`src/rtl/detseq_ctrl.sv`:
```
// -----------------------------------------------------------------------------
// detseq_ctrl
// Sequencing controller for a single-bit Mealy sequence detector. An accepted
// start captures a parallel word and pulses the detector reset for one cycle.
// The word is then streamed MSB-first into the detector, one bit per clock.
// The controller counts detector hits, with saturation, and records the bit
// index of the first hit. A one-cycle done pulse closes the run.
//
// Parameters
//   W   bits streamed per run (>= 2)
//   CW  hit-counter width
//   PW  first-hit index width, 2**PW > W so that W itself means "no hit"
//
// Ports
//   clk        system clock, rising edge
//   rst        asynchronous active-high reset
//   start      run request, only looked at in IDLE
//   din        word captured on an accepted start
//   det_op     detector output (combinational in det_ip)
//   det_rst    detector reset: rst OR one-cycle clear pulse
//   det_ip     detector serial input, 0 outside SHIFT
//   busy       high during CLR and SHIFT
//   done       one-cycle pulse in DONE
//   hits       saturating hit count of the last run
//   first_pos  index (0 = MSB) of the first hit in the last run, W if none
// -----------------------------------------------------------------------------
module detseq_ctrl #(
    parameter int W  = 16,
    parameter int CW = 5,
    parameter int PW = 5
) (
    input  logic          clk,
    input  logic          rst,
    input  logic          start,
    input  logic [W-1:0]  din,
    input  logic          det_op,
    output logic          det_rst,
    output logic          det_ip,
    output logic          busy,
    output logic          done,
    output logic [CW-1:0] hits,
    output logic [PW-1:0] first_pos
);

    localparam logic [1:0] S_IDLE  = 2'd0;
    localparam logic [1:0] S_CLR   = 2'd1;
    localparam logic [1:0] S_SHIFT = 2'd2;
    localparam logic [1:0] S_DONE  = 2'd3;

    localparam logic [PW-1:0] NO_HIT = PW'(W);
    localparam logic [PW-1:0] LAST_K = PW'(W - 1);
    localparam logic [CW-1:0] HITS_MAX = {CW{1'b1}};

    logic [1:0]    state_q, state_d;
    logic [W-1:0]  sreg_q, sreg_d;
    logic [PW-1:0] k_q, k_d;
    logic [CW-1:0] hits_q, hits_d;
    logic [PW-1:0] first_q, first_d;
    logic          busy_q, busy_d;
    logic          done_q, done_d;

    always_comb begin
        state_d = state_q;
        sreg_d  = sreg_q;
        k_d     = k_q;
        hits_d  = hits_q;
        first_d = first_q;
        case (state_q)
            S_IDLE: begin
                if (start) begin
                    state_d = S_CLR;
                    sreg_d  = din;
                    k_d     = '0;
                    hits_d  = '0;
                    first_d = NO_HIT;
                end
            end
            S_CLR: begin
                state_d = S_SHIFT;
            end
            S_SHIFT: begin
                // The streamed bit always sits at the MSB of the shift register.
                sreg_d = {sreg_q[W-2:0], 1'b0};
                k_d    = k_q + 1'b1;
                if (det_op) begin
                    if (hits_q != HITS_MAX) begin
                        hits_d = hits_q + 1'b1;
                    end
                    if (first_q == NO_HIT) begin
                        first_d = k_q;
                    end
                end
                if (k_q == LAST_K) begin
                    state_d = S_DONE;
                end
            end
            S_DONE: begin
                state_d = S_IDLE;
            end
            default: begin
                state_d = S_IDLE;
            end
        endcase
    end

    // busy/done are registered from the next state so they line up with state_q.
    always_comb begin
        busy_d = (state_d == S_CLR) || (state_d == S_SHIFT);
        done_d = (state_d == S_DONE);
    end

    always_ff @(posedge clk or posedge rst) begin
        if (rst) begin
            state_q <= S_IDLE;
            sreg_q  <= '0;
            k_q     <= '0;
            hits_q  <= '0;
            first_q <= NO_HIT;
            busy_q  <= 1'b0;
            done_q  <= 1'b0;
        end else begin
            state_q <= state_d;
            sreg_q  <= sreg_d;
            k_q     <= k_d;
            hits_q  <= hits_d;
            first_q <= first_d;
            busy_q  <= busy_d;
            done_q  <= done_d;
        end
    end

    // The detector reset follows rst asynchronously, so it is not registered.
    assign det_rst   = rst | (state_q == S_CLR);
    assign det_ip    = (state_q == S_SHIFT) & sreg_q[W-1];
    assign busy      = busy_q;
    assign done      = done_q;
    assign hits      = hits_q;
    assign first_pos = first_q;

endmodule
```
`config.mk`:
```
export PLATFORM = sky130hd
export DESIGN_NAME = detseq_ctrl
export DESIGN_NICKNAME = d
export VERILOG_FILES = /design/src/rtl/detseq_ctrl.sv
export SDC_FILE = /design/constraint.sdc
export NUM_CORES = 1
export LEC_CHECK = 0
export CORE_MARGIN = 5
export CORE_UTILIZATION = 54
export CTS_CLUSTER_SIZE = 12
export DETAILED_ROUTE_END_ITERATION = 16
export HOLD_SLACK_MARGIN = 0.12
export PLACE_DENSITY_LB_ADDON = 0.2
export SLEW_MARGIN = 20
export SYNTH_ARGS = -nofsm -noshare
export SYNTH_HDL_FRONTEND = slang
export SYNTH_SLANG_ARGS = --single-unit
```
`constraint.sdc`:
```
create_clock -name clk -period 4.55 [get_ports clk]
set_clock_uncertainty 0.1 [all_clocks]
set_input_delay 1.1375 -clock clk [delete_from_list [all_inputs] [get_ports clk]]
set_output_delay 1.1375 -clock clk [all_outputs]
set_load 0.005 [all_outputs]
```
---- After elaboration in Yosys (flattened, before gate mapping) ----
Index checks and enable logic that the tools add are counted.
word-level totals
  output and inout port bits .............. 14
  flip-flop bits (word level) ............. 35
  ROM bits ................................ 0
  logic and storage cells ................. 44
  bits in latches ......................... 0
  memories kept ........................... 0
  memory bits (writable) .................. 0
cells by class
  $mul .................................... 0
  multiplexer cells ....................... 14
  shift operators ......................... 0
  $lt $le $gt $ge ......................... 0
  $add $sub $neg .......................... 2
  eq/ne operators ......................... 13
  reductions and logical operators ........ 6
  div/mod/pow operators ................... 0
  bitwise operators ....................... 2
operators with widths
  operator               number
  $pmux W16 S2           1
  $mux W5                6
  $pmux W5 S2            3
  $mux W16               1
  $add A5 B1 Y5 const B  2
  $eq A2 B2 Y1 const B   4
  $ne A2 B2 Y1 const B   4
  $pmux W2 S4            1
  $reduce_and A4 Y1      2
  $eq A5 B4 Y1 const B   1
  $eq A5 B5 Y1 const B   1
  $ne A5 B5 Y1 const B   1
  $eq A2 B1 Y1 const B   2
  $mux W2                2
  $logic_not A2 Y1       1
  $reduce_and A2 Y1      1
  $reduce_bool A2 Y1     1
  $and A1 B1 Y1          1
  $logic_or A1 B1 Y1     1
  $or A1 B1 Y1           1

---- Depth between registers and ports, before layout ----
Gate-level depths: netlist of run 1.
  word-level depth ........................ 5
  depth in mapped cells ................... 8

---- Worst setup path after synthesis of run 1 ----
OpenSTA, ideal clock, no wires.
  path type ............................... input to output
  start point ............................. input port rst
  end point ............................... output port det_rst
  path slack .............................. 1,908 ps
  path buffers ............................ 0
  data arrival time ....................... 1,404 ps
  stages .................................. 1
  path through ............................ or2_2
on the way
  longest elaborated chain between the ends .. 1
RTL lines
  element             line  text
  start: declaration  33    input logic rst,
  $or A1 B1 Y1        133   assign det_rst = rst | (state_q == S_CLR);
  end: declaration    37    output logic det_rst,
Every way passes these cells.

---- Worst setup path in the final report of run 1 ----
Same ends and word-level chain as after synthesis.

==> key figures, run 1 <==
Synth
  • Commonest cells in the netlist: dfrtp_1 (34), nand2_1 (20), o21ai_0 (20)
  • Syn nets: 182
  • YS warnings: 0
  • Count leader, synth: dfrtp_1
  • Syn_area_per_cell: 10.8 um^2
  • Synth top area share: 0.512
  • Number of synthesized register bits: 35
  • Top cells by area, synth: dfrtp_1 (51%), mux2i_1 (9.6%), ha_1 (6.0%)
  • Post-synth EDFFs: 0
  • Synth area leader: dfrtp_1
  • Ys flop type: dfrtp_1
  • FFs w/ async S/R, synth: 1.00
  • Synthesized area: 1660 um^2
  • Post-synthesis sequential area ratio: 0.528
  • Post-Synthesis Cells: 154
  • Synth cell types: 32

Power
  • VDD IR max: 0.000257 V
  • Pwr per Cell Area: 536 nW/um^2
  • Leakage: 0.934 nW

Detailed routing
  • 1st-pass router iterations: 4
  • Initial DRC count: 53
  • Post-Route WL: 3.13 mm
  • Via density: 5.36
  • DR WL/cell: 14.0 um
  • Drt drc: 0
  • DR vias: 1201
  • Post-route ant nets: 0

CTS
  • TritonCTS Buffers: 5
  • Hold_buf cts: 0
  • Number of buffers added for setup after CTS: 0
  • Clock sink total: 35
  • Clk Latency, worst-skew pair: 340 ps
  • Clk root buf: clkbuf_4
  • H-tree depth: 2
  • Clock transition at path regs: 100 ps
  • Clock Path Buffers: 2
  • Post-CTS resize count: 0
  • CTS tree: built

Layout
  • Layout fillers: 240
  • Fin util: 0.692
  • Net count, final: 218
  • Layout area overhead: 25.1%
  • Design Area, Final: 2080 um^2
  • Antenna diodes: 0
  • Share of layout cells above drive strength 1: 0.0838

Die
  • DIE HEIGHT: 65.5 um
  • Total core area: 3000 um^2
  • Die Area: 4280 um^2
  • Starting density of the core: 0.553
  • Rows: 20
  • Die width: 65.5 um
  • I/O pin cnt: 34

Setup path
  • Critical Path RT: 3310 ps
  • R2R Path Start: state_q[0]$_DFF_PP0_
  • Worst setup path class: in -> out
  • Critical path origin: rst
  • Data arrival, critical path: 2260 ps
  • CP endpoint kind: output pin
  • CP max FO: 2
  • CP Launch Type: primary input

Global route
  • First-pass GRT wire length: 5.64 mm
  • Largest net degree at the start of global routing: 41
  • Vias in the first global route: 1267
  • Initial antenna violation count: 0
  • Gr ovfl total: 0
  • Total GRT Usage: 0.175

Placement
  • Post-DP HPWL: 2.25 mm
  • Placed inst area: 2030 um^2
  • GP Congestion: 0.788
  • IO buf count: 33
  • DP Worst Slack: 1050 ps

STA
  • Final min period: 3500 ps
  • Setup violators final: 0
  • Max Clock Freq: 0.286 GHz
  • Final hold violation count: 0
  • Fin crit share: 0.769
  • Unrepaired setup endpoints after global routing: no
  • Max_slew headroom: 0.705
  • Final worst setup slack: 1050 ps
  • Worst Tran Pin Value: 442 ps
  • Fin. max-slew vios: 0
  • Setup TNS: 0 ps

Hold path
  • Hold Path Class: reg -> reg
  • Hold wc startpoint: sreg_q[8]$_DFFE_PP0P_

Outcome
  • Status: finished clean

Flow run
  • Maxcap violations: 0
-- layer usage --
layer  GRT usage  share of wire
met1       0.201           0.44
met4      0.0699          0.016
met5           0              0
met2       0.298           0.50
met3      0.0598          0.043
-- worst max-delay path, stage by stage --
cell,delay (ps)
clkdlybuf4s50_1,410
or2_2,270
clkdlybuf4s50_1,440
-- placed cells by master, fill, tap and decap left out, types with 2 or more instances in the layout --
master / count
dfrtp_1: 34
clkdlybuf4s50_1: 33
nand2_1: 20
o21ai_0: 20
mux2i_1: 15
nor2_1: 9
ha_1: 8
a21oi_1: 6
inv_1: 6
clkbuf_4: 5
a22o_1: 3
xnor2_1: 3
buf_4: 3
a21o_1: 2
and3_1: 2
nand3_1: 2
clkbuf_1: 2
-- flip-flops by register name, indices dropped and copies added (netlist names) --
signal	cells
busy	1
done	1
first_pos	5
hits	5
k_q	5
sreg_q	16
state_q	2
-- layout make-up --
type,instances,area (um^2),share of cell area
inverters,6,22.5,0.0108
well taps,33,41.3,0.0199
clock buffers,7,45.0,0.0217
multi-input cells,106,733,0.353
clock inverters,1,5.00,0.00241
flip-flops and latches,35,877,0.422
repair buffers,36,353,0.170
-- report_power, final --
part	switching, W	internal (W)
registers	0.0000708	0.000428
clock network	0.000101	0.0000602
logic	0.000238	0.000216
total	0.000410	0.000704
-- through the flow --
step	instances	power (W)	hold slack, ps
2_1_floorplan	154	0.000805	342
3_3_place_gp	216	0.000935	357
3_5_place_dp	216	0.000967	372
4_1_cts	224	0.00113	395
5_1_grt	224	0.00122	431
6_report	224	0.00111	388
-- worst paths after layout --
kind / endpoint / slack [ps] / depth (start not counted)
max: det_rst / 1050 / 3
min: sreg_q[8]$_DFFE_PP0P_ / 390 / 2
max reg2reg: k_q[3]$_DFFE_PP0P_ / 2430 / 7
min reg2reg: sreg_q[8]$_DFFE_PP0P_ / 390 / 2
max in group asynchronous: first_pos[4]$_DFFE_PP1P_ / 2890 / 3
min in group asynchronous: sreg_q[0]$_DFFE_PP0P_ / 1120 / 3
-- logic make-up after synthesis --
family	share of synthesized area
AND/OR/NAND/NOR	0.126
flip-flops	0.528
AO/OA/AOI/OAI	0.129
multiplexers	0.103
buffers and inverters	0.0377
adder cells (fa/ha/maj)	0.0603
XOR/XNOR	0.0158
(Power assumes the default switching activity.)
==> inputs of run 2 (changes only) <==
--- a/config.mk
+++ b/config.mk
@@ -6,7 +6,7 @@
 export NUM_CORES = 1
 export LEC_CHECK = 0
 export CORE_MARGIN = 5
-export CORE_UTILIZATION = 54
+export CORE_UTILIZATION = 45
 export CTS_CLUSTER_SIZE = 12
 export DETAILED_ROUTE_END_ITERATION = 16
 export HOLD_SLACK_MARGIN = 0.12
==> constraint.sdc (replaced) <==
create_clock -name clk -period 3.15 [get_ports clk]
set_clock_uncertainty 0.1 [all_clocks]
set_input_delay 0.7875 -clock clk [delete_from_list [all_inputs] [get_ports clk]]
set_output_delay 0.7875 -clock clk [all_outputs]
set_load 0.005 [all_outputs]
==> key figures, run 2 (same netlist as run 1, synthesis figures left out) <==
Global route
  • Gr ovfl total: 0 (unchanged)
  • Initial antenna violation count: 0 (unchanged)
  • Largest net degree at the start of global routing: 36 (-12%)
  • First-pass GRT wire length: 5.67 mm (+0.48%)
  • Total GRT Usage: 0.145 (-0.0297)
  • Vias in the first global route: 1253 (-1.1%)

STA
  • Fin crit share: 0.891
  • Unrepaired setup endpoints after global routing: no
  • Fin. max-slew vios: 0 (unchanged)
  • Max Clock Freq: 0.356 GHz
  • Setup violators final: 0 (unchanged)
  • Final hold violation count: 0 (unchanged)
  • Setup TNS: 0 ps (unchanged)
  • Final min period: 2810 ps
  • Max_slew headroom: 0.686 (-0.0186)
  • Worst Tran Pin Value: 470 ps (+27.8 ps)

Power
  • Sw Pwr: 0.000601 W (+47%)
  • Comb power frac: 0.388 (-0.020)
  • VDD IR max: 0.000350 V (+36%)
  • Pint: 0.00108 W (+54%)
  • Overall power: 0.00168 W (+51%)
  • Switching share of total power: 0.358 (-0.0107)
  • Seq pwr share: 0.428 (-0.020)
  • Leakage: 0.953 nW (+2.0%)
  • Pwr per Cell Area: 790 nW/um^2 (+47%)
  • Clock power share: 0.185 (+0.040)

Layout
  • Share of layout cells above drive strength 1: 0.0942 (+0.0105)
  • Antenna diodes: 0 (unchanged)
  • Net count, final: 218 (unchanged)
  • Most frequent cells in the layout: dfrtp_1 (34), clkdlybuf4s50_1 (33), nand2_1 (20), o21ai_0 (20), mux2i_1 (15)
  • Layout area overhead: 28.3%
  • Commonest non-fill, non-tap cell in the layout: dfrtp_1
  • Max FFs per register: 16 (unchanged)
  • Top reg by flops: sreg_q

Hold path
  • Hold wc startpoint: sreg_q[15]$_DFFE_PP0P_
  • Hold depth: 2 (unchanged)
  • Hold Path Class: reg -> reg
  • Hold path endpoint: sreg_q[15]$_DFFE_PP0P_

Setup path
  • CP max FO: 2 (unchanged)
  • Worst setup path class: in -> out
  • R2R Path Start: state_q[1]$_DFF_PP0_
  • FF-to-FF path depth: 5 (-2)
  • R2R Setup Slk: 1150 ps (-1280 ps)
  • CP Launch Type: primary input
  • Data arrival, critical path: 1920 ps (-340 ps)
  • Critical path origin: rst
  • Critical Path RT: 2260 ps (-1050 ps)
  • R2r endpoint: sreg_q[5]$_DFFE_PP0P_
  • CP endpoint kind: output pin

Flow run
  • Maxcap violations: 0 (unchanged)

Die
  • Total core area: 3610 um^2 (+20%)
  • I/O pin cnt: 34 (unchanged)
  • DIE HEIGHT: 70.7 um (+8.1%)
  • Die Area: 5000 um^2 (+17%)
  • Rows: 22 (+10%)
  • Die width: 70.7 um (+8.1%)
  • Starting density of the core: 0.460 (-0.0925)

CTS
  • CTS tree: built
  • Post-CTS resize count: 0 (unchanged)
  • Hold_buf cts: 0 (unchanged)
  • Clock transition at path regs: 70 ps (-30 ps)
  • H-tree depth: 2 (unchanged)
  • TritonCTS Buffers: 5 (unchanged)
  • Clk root buf: clkbuf_8
  • Number of buffers added for setup after CTS: 0 (unchanged)
  • Clock Path Buffers: 2 (unchanged)
  • Clk Latency, worst-skew pair: 290 ps (-50 ps)
  • Clock sink total: 35 (unchanged)

Detailed routing
  • Drt drc: 0 (unchanged)
  • Initial DRC count: 56 (+5.7%)
  • Via density: 5.08 (-5.3%)
  • Post-Route WL: 3.19 mm (+1.9%)
  • Post-route ant nets: 0 (unchanged)
  • 1st-pass router iterations: 4 (unchanged)
  • DR vias: 1214 (+1.1%)
  • DR WL/cell: 13.3 um (-4.4%)

Placement
  • Post-DP HPWL: 2.31 mm (+2.5%)
  • IO buf count: 33 (unchanged)
  • GP Congestion: 0.816 (+3.5%)

Outcome
  • Status: finished clean
## run 2: worst max-delay path by stage
stage              end  slack [ps]  depth (start not counted)
3_3_place_gp   det_rst         350                          3
5_1_grt        det_rst         310                          3
6_report       det_rst         340                          3
3_5_place_dp   det_rst         340                          3
2_1_floorplan   det_ip        1150                          5
4_1_cts        det_rst         330                          3
## run 2: power by group through the flow
stage	Sequential [W]	Clock (W)	Combinational, W
floorplan	0.000706	0	0.000457
global placement	0.000719	0	0.000636
detailed placement	0.000729	0	0.000662
CTS	0.000720	0.000325	0.000664
global route	0.000742	0.000340	0.000744
finish	0.000719	0.000310	0.000652
## run 2: cell type report
type | count | area (um^2)
clock buffers | 5 | 68.8
clock inverters | 3 | 15.0
fillers | 330 | 1480
inverters | 6 | 22.5
multi-input cells | 106 | 733
flip-flops and latches | 35 | 877
well taps | 48 | 60.1
repair buffers | 36 | 353
## run 2: critical path, stage by stage
cell and delay, ps:
clkdlybuf4s50_1 410, or2_2 270, clkdlybuf4s50_1 450
## run 2: metrics by stage
| stage | worst slack [ps] | cells | utilization | hold slack, ps | cell area (um^2) |
|---|---|---|---|---|---|
| after floorplan | 1150 | 154 | - | 342 | 1660 |
| after global placement | 349 | 231 | 0.567 | 354 | 2050 |
| after detailed placement | 340 | 231 | 0.567 | 372 | 2050 |
| after CTS | 334 | 239 | 0.591 | 388 | 2130 |
| after global routing | 313 | 239 | 0.591 | 419 | 2130 |
| final | 343 | 239 | 0.591 | 383 | 2130 |
## run 2: per-layer routing
metal,track usage,up-vias,wire length (um)
met1,0.163,592,1310
met3,0.0398,5,135
met5,0,-,0
met4,0.0939,0,65
li1,-,596,-
met2,0.242,21,1680
